==> config.mk <==
export PLATFORM = sky130hd
export DESIGN_NAME = seq_slice_adder
export DESIGN_NICKNAME = d
export VERILOG_FILES = /design/src/rtl/alu_pkg.sv /design/src/rtl/full_adder.sv /design/src/rtl/slice_adder.sv /design/src/rtl/seq_slice_adder.sv
export SDC_FILE = /design/constraint.sdc
export NUM_CORES = 1
export LEC_CHECK = 0
export BUFFER_PORTS_ARGS = -buffer_cell sky130_fd_sc_hd__buf_2
export CAP_MARGIN = 25
export CORE_MARGIN = 3
export CORE_UTILIZATION = 54
export DETAILED_ROUTE_END_ITERATION = 8
export GPL_TIMING_DRIVEN = 0
export PLACE_DENSITY = 0.79
export SETUP_SLACK_MARGIN = 0.1
export SYNTH_ARGS = -nofsm -noshare
export SYNTH_HDL_FRONTEND = slang
export SYNTH_HIERARCHICAL = 1
export SYNTH_SLANG_ARGS = --single-unit
==> constraint.sdc <==
create_clock -name clk -period 5.4 [get_ports clk]
set_input_delay 0.54 -clock clk [delete_from_list [all_inputs] [get_ports clk]]
set_output_delay 0.54 -clock clk [all_outputs]
set_load 0.02 [all_outputs]
==> src/rtl/alu_pkg.sv <==
`default_nettype none
// ============================================================================
// Module      : alu_pkg
// Description : Shared ALU definitions.
//               - Operation encodings for the 2-bit op field.
//               - State type for the sequential slice adder.
// Revision    : 1.0 - initial release
// ============================================================================
package alu_pkg;

  localparam logic [1:0] OP_ADD = 2'd0;
  localparam logic [1:0] OP_ADC = 2'd1;
  localparam logic [1:0] OP_SUB = 2'd2;
  localparam logic [1:0] OP_SBB = 2'd3;

  typedef enum logic [1:0] {
    IDLE = 2'd0,
    RUN  = 2'd1,
    DONE = 2'd2
  } seq_state_t;

endpackage
`default_nettype wire

==> src/rtl/full_adder.sv <==
`default_nettype none
// ============================================================================
// Module      : full_adder
// Description : Single-bit full adder cell.
// Ports       : a, b, cin -> s (sum bit), cout (carry out)
// Revision    : 1.0 - initial release
// ============================================================================
module full_adder (
  input  logic a,
  input  logic b,
  input  logic cin,
  output logic s,
  output logic cout
);

  assign s    = a ^ b ^ cin;
  assign cout = (a & b) | (cin & (a ^ b));

endmodule
`default_nettype wire

==> src/rtl/slice_adder.sv <==
`default_nettype none
// ============================================================================
// Module      : slice_adder
// Description : Combinational SLICE-bit ripple-carry adder built from a
//               chain of full_adder cells.
// Ports       : a, b [SLICE-1:0], cin -> sum [SLICE-1:0], cout
// Revision    : 1.0 - initial release
// ============================================================================
module slice_adder #(
  parameter int SLICE = 4
) (
  input  logic [SLICE-1:0] a,
  input  logic [SLICE-1:0] b,
  input  logic             cin,
  output logic [SLICE-1:0] sum,
  output logic             cout
);

  logic [SLICE:0] w_carry;

  assign w_carry[0] = cin;

  generate
    for (genvar i = 0; i < SLICE; i++) begin : g_bit
      full_adder u_fa (
        .a    (a[i]),
        .b    (b[i]),
        .cin  (w_carry[i]),
        .s    (sum[i]),
        .cout (w_carry[i+1])
      );
    end
  endgenerate

  assign cout = w_carry[SLICE];

endmodule
`default_nettype wire

==> src/rtl/seq_slice_adder.sv <==
`default_nettype none
// ============================================================================
// Module      : seq_slice_adder
// Description : Multi-cycle adder/subtractor. Adds one SLICE-bit slice per
//               cycle with the carry held in a register between slices.
// Ports       : clk, rst (async, active-high)
//               in_valid/in_ready, op, a, b, cin   - operation input
//               out_valid/out_ready, sum, c_flag,
//               v_flag, z_flag                     - result output
// Revision    : 1.0 - initial release
// ============================================================================
module seq_slice_adder
  import alu_pkg::*;
#(
  parameter int WIDTH = 16,
  parameter int SLICE = 4
) (
  input  logic             clk,
  input  logic             rst,
  input  logic             in_valid,
  output logic             in_ready,
  input  logic [1:0]       op,
  input  logic [WIDTH-1:0] a,
  input  logic [WIDTH-1:0] b,
  input  logic             cin,
  output logic             out_valid,
  input  logic             out_ready,
  output logic [WIDTH-1:0] sum,
  output logic             c_flag,
  output logic             v_flag,
  output logic             z_flag
);

  localparam int NSLICE = WIDTH / SLICE;
  // Keep the index at least one bit wide so NSLICE=1 still elaborates.
  localparam int IDXW   = (NSLICE > 1) ? $clog2(NSLICE) : 1;
  localparam logic [IDXW-1:0] C_LAST_IDX = IDXW'(NSLICE - 1);

  seq_state_t r_state, w_state_next;

  logic [WIDTH-1:0] r_a;
  logic [WIDTH-1:0] r_b;        // b already inverted for subtraction
  logic             r_carry;
  logic [IDXW-1:0]  r_idx;
  logic [WIDTH-1:0] r_sum;
  logic             r_c, r_v, r_z;

  logic [SLICE-1:0] w_a_slice, w_b_slice, w_slice_sum;
  logic             w_slice_cout;
  logic [WIDTH-1:0] w_sum_next;
  logic             w_last;
  logic             w_is_sub;
  logic             w_carry_init;

  // ---------------------------------------------------------------------------
  // FSM
  // ---------------------------------------------------------------------------
  always_ff @(posedge clk or posedge rst) begin
    if (rst) r_state <= IDLE;
    else     r_state <= w_state_next;
  end

  assign w_last = (r_idx == C_LAST_IDX);

  always_comb begin
    w_state_next = r_state;
    in_ready     = 1'b0;
    out_valid    = 1'b0;
    case (r_state)
      IDLE: begin
        in_ready = 1'b1;
        if (in_valid) w_state_next = RUN;
      end
      RUN: begin
        if (w_last) w_state_next = DONE;
      end
      DONE: begin
        out_valid = 1'b1;
        if (out_ready) w_state_next = IDLE;
      end
      default: w_state_next = IDLE;
    endcase
  end

  // ---------------------------------------------------------------------------
  // Operand decode
  // ---------------------------------------------------------------------------
  assign w_is_sub = (op == OP_SUB) || (op == OP_SBB);

  always_comb begin
    w_carry_init = 1'b0;
    case (op)
      OP_ADD:  w_carry_init = 1'b0;
      OP_ADC:  w_carry_init = cin;
      OP_SUB:  w_carry_init = 1'b1;
      OP_SBB:  w_carry_init = cin;
      default: w_carry_init = 1'b0;
    endcase
  end

  // ---------------------------------------------------------------------------
  // Slice select and merge: a single slice adder serves every index.
  // ---------------------------------------------------------------------------
  always_comb begin
    w_a_slice  = '0;
    w_b_slice  = '0;
    w_sum_next = r_sum;
    for (int i = 0; i < NSLICE; i++) begin
      if (r_idx == IDXW'(i)) begin
        w_a_slice                    = r_a[i*SLICE +: SLICE];
        w_b_slice                    = r_b[i*SLICE +: SLICE];
        w_sum_next[i*SLICE +: SLICE] = w_slice_sum;
      end
    end
  end

  slice_adder #(.SLICE(SLICE)) u_slice (
    .a    (w_a_slice),
    .b    (w_b_slice),
    .cin  (r_carry),
    .sum  (w_slice_sum),
    .cout (w_slice_cout)
  );

  // ---------------------------------------------------------------------------
  // Datapath registers
  // ---------------------------------------------------------------------------
  always_ff @(posedge clk or posedge rst) begin
    if (rst) begin
      r_a     <= '0;
      r_b     <= '0;
      r_carry <= 1'b0;
      r_idx   <= '0;
      r_sum   <= '0;
      r_c     <= 1'b0;
      r_v     <= 1'b0;
      r_z     <= 1'b0;
    end else begin
      case (r_state)
        IDLE: begin
          if (in_valid) begin
            r_a     <= a;
            r_b     <= w_is_sub ? ~b : b;
            r_carry <= w_carry_init;
            r_idx   <= '0;
          end
        end
        RUN: begin
          r_sum   <= w_sum_next;
          r_carry <= w_slice_cout;
          r_idx   <= r_idx + 1'b1;
          if (w_last) begin
            r_c <= w_slice_cout;
            r_v <= (r_a[WIDTH-1] == r_b[WIDTH-1]) &&
                   (w_sum_next[WIDTH-1] != r_a[WIDTH-1]);
            r_z <= (w_sum_next == '0);
          end
        end
        default: ;
      endcase
    end
  end

  assign sum    = r_sum;
  assign c_flag = r_c;
  assign v_flag = r_v;
  assign z_flag = r_z;

endmodule
`default_nettype wire

==> summary.txt <==
Pwr
  – Comb pwr share: 56.9%
  – P_int: 1.27 mW
  – Peak VDD IR: 0.000409 V
  – Clock power frac: about a tenth
  – Flop pwr share: 32.9%
  – Sw frac: between 40% and 50%
  – PwrDens: 712 mW/mm²
  – P_leak: around 1.5 nW
  – Net switching power figure: 1.03 mW

Clocking
  – Clk root buf: clkbuf_8
  – Cts hold-fix bufs: 0
  – Clock transition at path regs: 0.10 ns
  – Insertion delay to the later sink of the worst-skew pair: around 0.30 ns
  – Max clock buf depth: 2
  – CTS Sinks: 56
  – CTS H-Tree Depth: 2
  – Postcts setup bufs: 0
  – Post-CTS sizing: 0
  – CTS tree: built
  – CTS Buf Count: 5

Worst hold path
  – Min-delay worst type: in -> async

Drt
  – Via-to-Cell Ratio: 5.23
  – DR WL/cell: 13.9 µm
  – Antenna-violating nets left: 0
  – Vias after detailed routing: 2159
  – First-pass DRT Iterations: 4
  – Drt drc: 0
  – Post-Route WL: approximately 5700 µm
  – First DRT Iteration DRCs: 101

Synthesis
  – Seq/Total Area, Yosys: 51.0%
  – Post-synth top area share: 51.0%
  – Post-synthesis cell count: 279
  – Area leader, netlist: dfrtp_1
  – Ys Warns: 6
  – Number of synthesized register bits: 56
  – Synth Net Count: 327
  – Syn Area/Cell: 9.86 µm²
  – Dominant cells by area after synthesis: dfrtp_1 (51%), nand2_1 (9.6%), xnor2_1 (5.1%), a21oi_1 (4.9%), mux2_1 (4.5%)
  – Post-Synthesis Cell Area: 0.00275 mm²
  – Synth unique cells: 30

Layout
  – Fin util: ~67%
  – N_diodes: 0
  – Share of layout cells above drive strength 1: 23.4%
  – Multi-input logic area: around 0.0013 mm²
  – Non-filler cells, final: 413
  – Sequential cell area: 0.00140 mm²
  – Fill cells: about 430
  – Area growth syn-to-layout: 17.7%
  – Fin nets: 393

Placed design
  – Placed Cells: 405
  – # port buffers: 58
  – Post-detail-place hpwl: 4340 µm
  – Gpl congestion: a little under 0.8

Timing
  – Final hold violations: 0
  – Max-slew headroom: roughly 60%
  – Final setup vio count: 0
  – Unrepaired setup endpoints after global routing: no
  – Fin. max-slew vios: 0
  – Worst-margin pin slew: between 0.5 and 0.6 ns
  – Setup TNS: 0 ns
  – Fin Clk Skew: 0.00710 ns
  – Minimum clock period: between 4 and 5 ns
  – Final Cycle Share: 84.3%
  – Max Fclk: 0.220 GHz

Setup path
  – Reg-to-Reg Start: r_idx[0]$_DFFE_PP0P_
  – Kind of critical path: reg -> reg
  – R2R setup slack: 0.85 ns
  – Crit path required time: 5.64 ns
  – Critical path fanouts, max: 10
  – Reg2reg end: z_flag$_DFFE_PP0P_
  – Endpoint class of the critical path: flip-flop
  – FF-to-FF path depth: 15
  – Critical Path AT: 4.79 ns
  – Worst Setup Start Kind: flip-flop

Flow run
  – Max cap viols: 0

Floorplanning
  – Io pins: 60
  – Site Rows: 25
  – Initial core utilization: 57.1%
  – Core footprint: 0.00482 mm²
  – Die Footprint: 0.00599 mm²
  – Die width: 77.4 µm
  – Die Y: 77.4 µm

Global routing
  – Grt total ovfl: 0
  – Vias in the first global route: 2039
  – GRT Total Usage: approximately a fifth
  – Initial antenna violation count: 0
  – First-pass GRT wire length: 9470 µm
  – Largest net degree at the start of global routing: 33

Outcome
  – Status: complete, no violations
power by group through the flow:
stage                     clock [mW]  sequential, mW  combinational [mW]
after floorplan                    0           0.821               0.873
after global placement             0           0.760                1.26
after detailed placement           0           0.769                1.31
after CTS                      0.239           0.760                1.31
after global routing           0.255           0.787                1.45
final                          0.235           0.760                1.31
critical path: stages (launching register included):
cell	delay, ns
dfrtp_1	0.44
inv_1	0.11
ha_1	0.26
buf_6	0.16
clkbuf_1	0.23
a221oi_1	0.29
o31ai_1	0.14
fa_1	0.42
fa_1	0.39
fa_1	0.40
fa_1	0.47
buf_6	0.16
mux2_4	0.25
o32a_1	0.17
or4_1	0.47
o21ai_1	0.13
placed cells by master, fill, tap and decap left out, types with 4 or more instances in the layout:
cell type / Yosys / layout
nand2_1: 70 / 70
clkbuf_8: 0 / 6
nor2_1: 23 / 23
a21oi_1: 27 / 27
nand3b_1: 4 / 4
mux2_1: 11 / 11
a221oi_1: 4 / 4
xnor2_1: 16 / 16
ha_1: 5 / 5
o31ai_1: 5 / 5
buf_2: 5 / 63
nor2b_1: 6 / 6
o21ai_0: 7 / 7
mux2_2: 6 / 6
clkbuf_1: 8 / 9
fa_1: 4 / 4
dfrtp_1: 56 / 56
synthesized netlist by cell type:
master,n
a211oi_1,1
a21oi_1,27
a221o_1,1
a221oi_1,4
buf_2,5
buf_6,2
clkbuf_1,8
dfrtp_1,56
fa_1,4
ha_1,5
inv_1,4
mux2_1,11
mux2_2,6
mux2_4,1
mux2i_1,1
nand2_1,70
nand2b_1,2
nand3b_1,4
nor2_1,23
nor2b_1,6
nor3_1,1
nor3b_1,1
nor4_1,3
o21ai_0,7
o21ai_1,2
o221ai_1,1
o31ai_1,5
o32a_1,1
or4_1,1
xnor2_1,16
final cells by class:
cell class	count	share of cell area, %
buffer	15	2.40
clock buffer	7	2.67
clock inverter	1	0.232
inverter	4	0.464
multi-input combinational	204	38.8
sequential	56	43.3
tap	67	2.59
timing repair buffer	59	9.58
worst max-delay path by stage:
stage | to | slack, ns | start
2_1_floorplan | z_flag$_DFFE_PP0P_ | 1.26 | r_idx[0]$_DFFE_PP0P_
3_3_place_gp | z_flag$_DFFE_PP0P_ | 0.96 | r_idx[0]$_DFFE_PP0P_
3_5_place_dp | z_flag$_DFFE_PP0P_ | 0.92 | r_idx[0]$_DFFE_PP0P_
4_1_cts | z_flag$_DFFE_PP0P_ | 0.88 | r_idx[0]$_DFFE_PP0P_
5_1_grt | z_flag$_DFFE_PP0P_ | 0.67 | r_idx[0]$_DFFE_PP0P_
6_report | z_flag$_DFFE_PP0P_ | 0.85 | r_idx[0]$_DFFE_PP0P_
logic make-up after synthesis:
group                    share of synthesized area (%)
AND/OR/NAND/NOR                                   17.0
flip-flops                                        51.0
AO/OA/AOI/OAI                                     10.5
buffers and inverters                             3.37
multiplexers                                      7.87
XOR/XNOR                                          5.10
adder cells (fa/ha/maj)                           5.19
per-stage QoR:
stage          power (mW)  instance area, µm²  hold WS (ns)  setup slack (ns)
2_1_floorplan        1.69                2750         0.446              1.26
3_3_place_gp         2.02                3120         0.460             0.958
3_5_place_dp         2.08                3140         0.462             0.922
4_1_cts              2.31                3240         0.276             0.880
5_1_grt              2.49                3240         0.313             0.667
6_report             2.31                3240         0.259             0.848
layer usage:
| metal | GRT usage, % | up-vias | wire length, µm |
|---|---|---|---|
| met2 | 33.1 | 62 | 2780 |
| met1 | 27.2 | 1020 | 2590 |
| met4 | 5.87 | 0 | 91 |
| li1 | - | 1067 | - |
| met3 | 3.83 | 10 | 278 |
| met5 | 0 | - | 0 |
state kept, by name, summed over array words and instances (netlist names):
name / flops
v_flag: 1
z_flag: 1
r_state: 2
r_b: 16
c_flag: 1
sum: 16
r_carry: 1
r_a: 16
r_idx: 2
(Power assumes the default switching activity.)
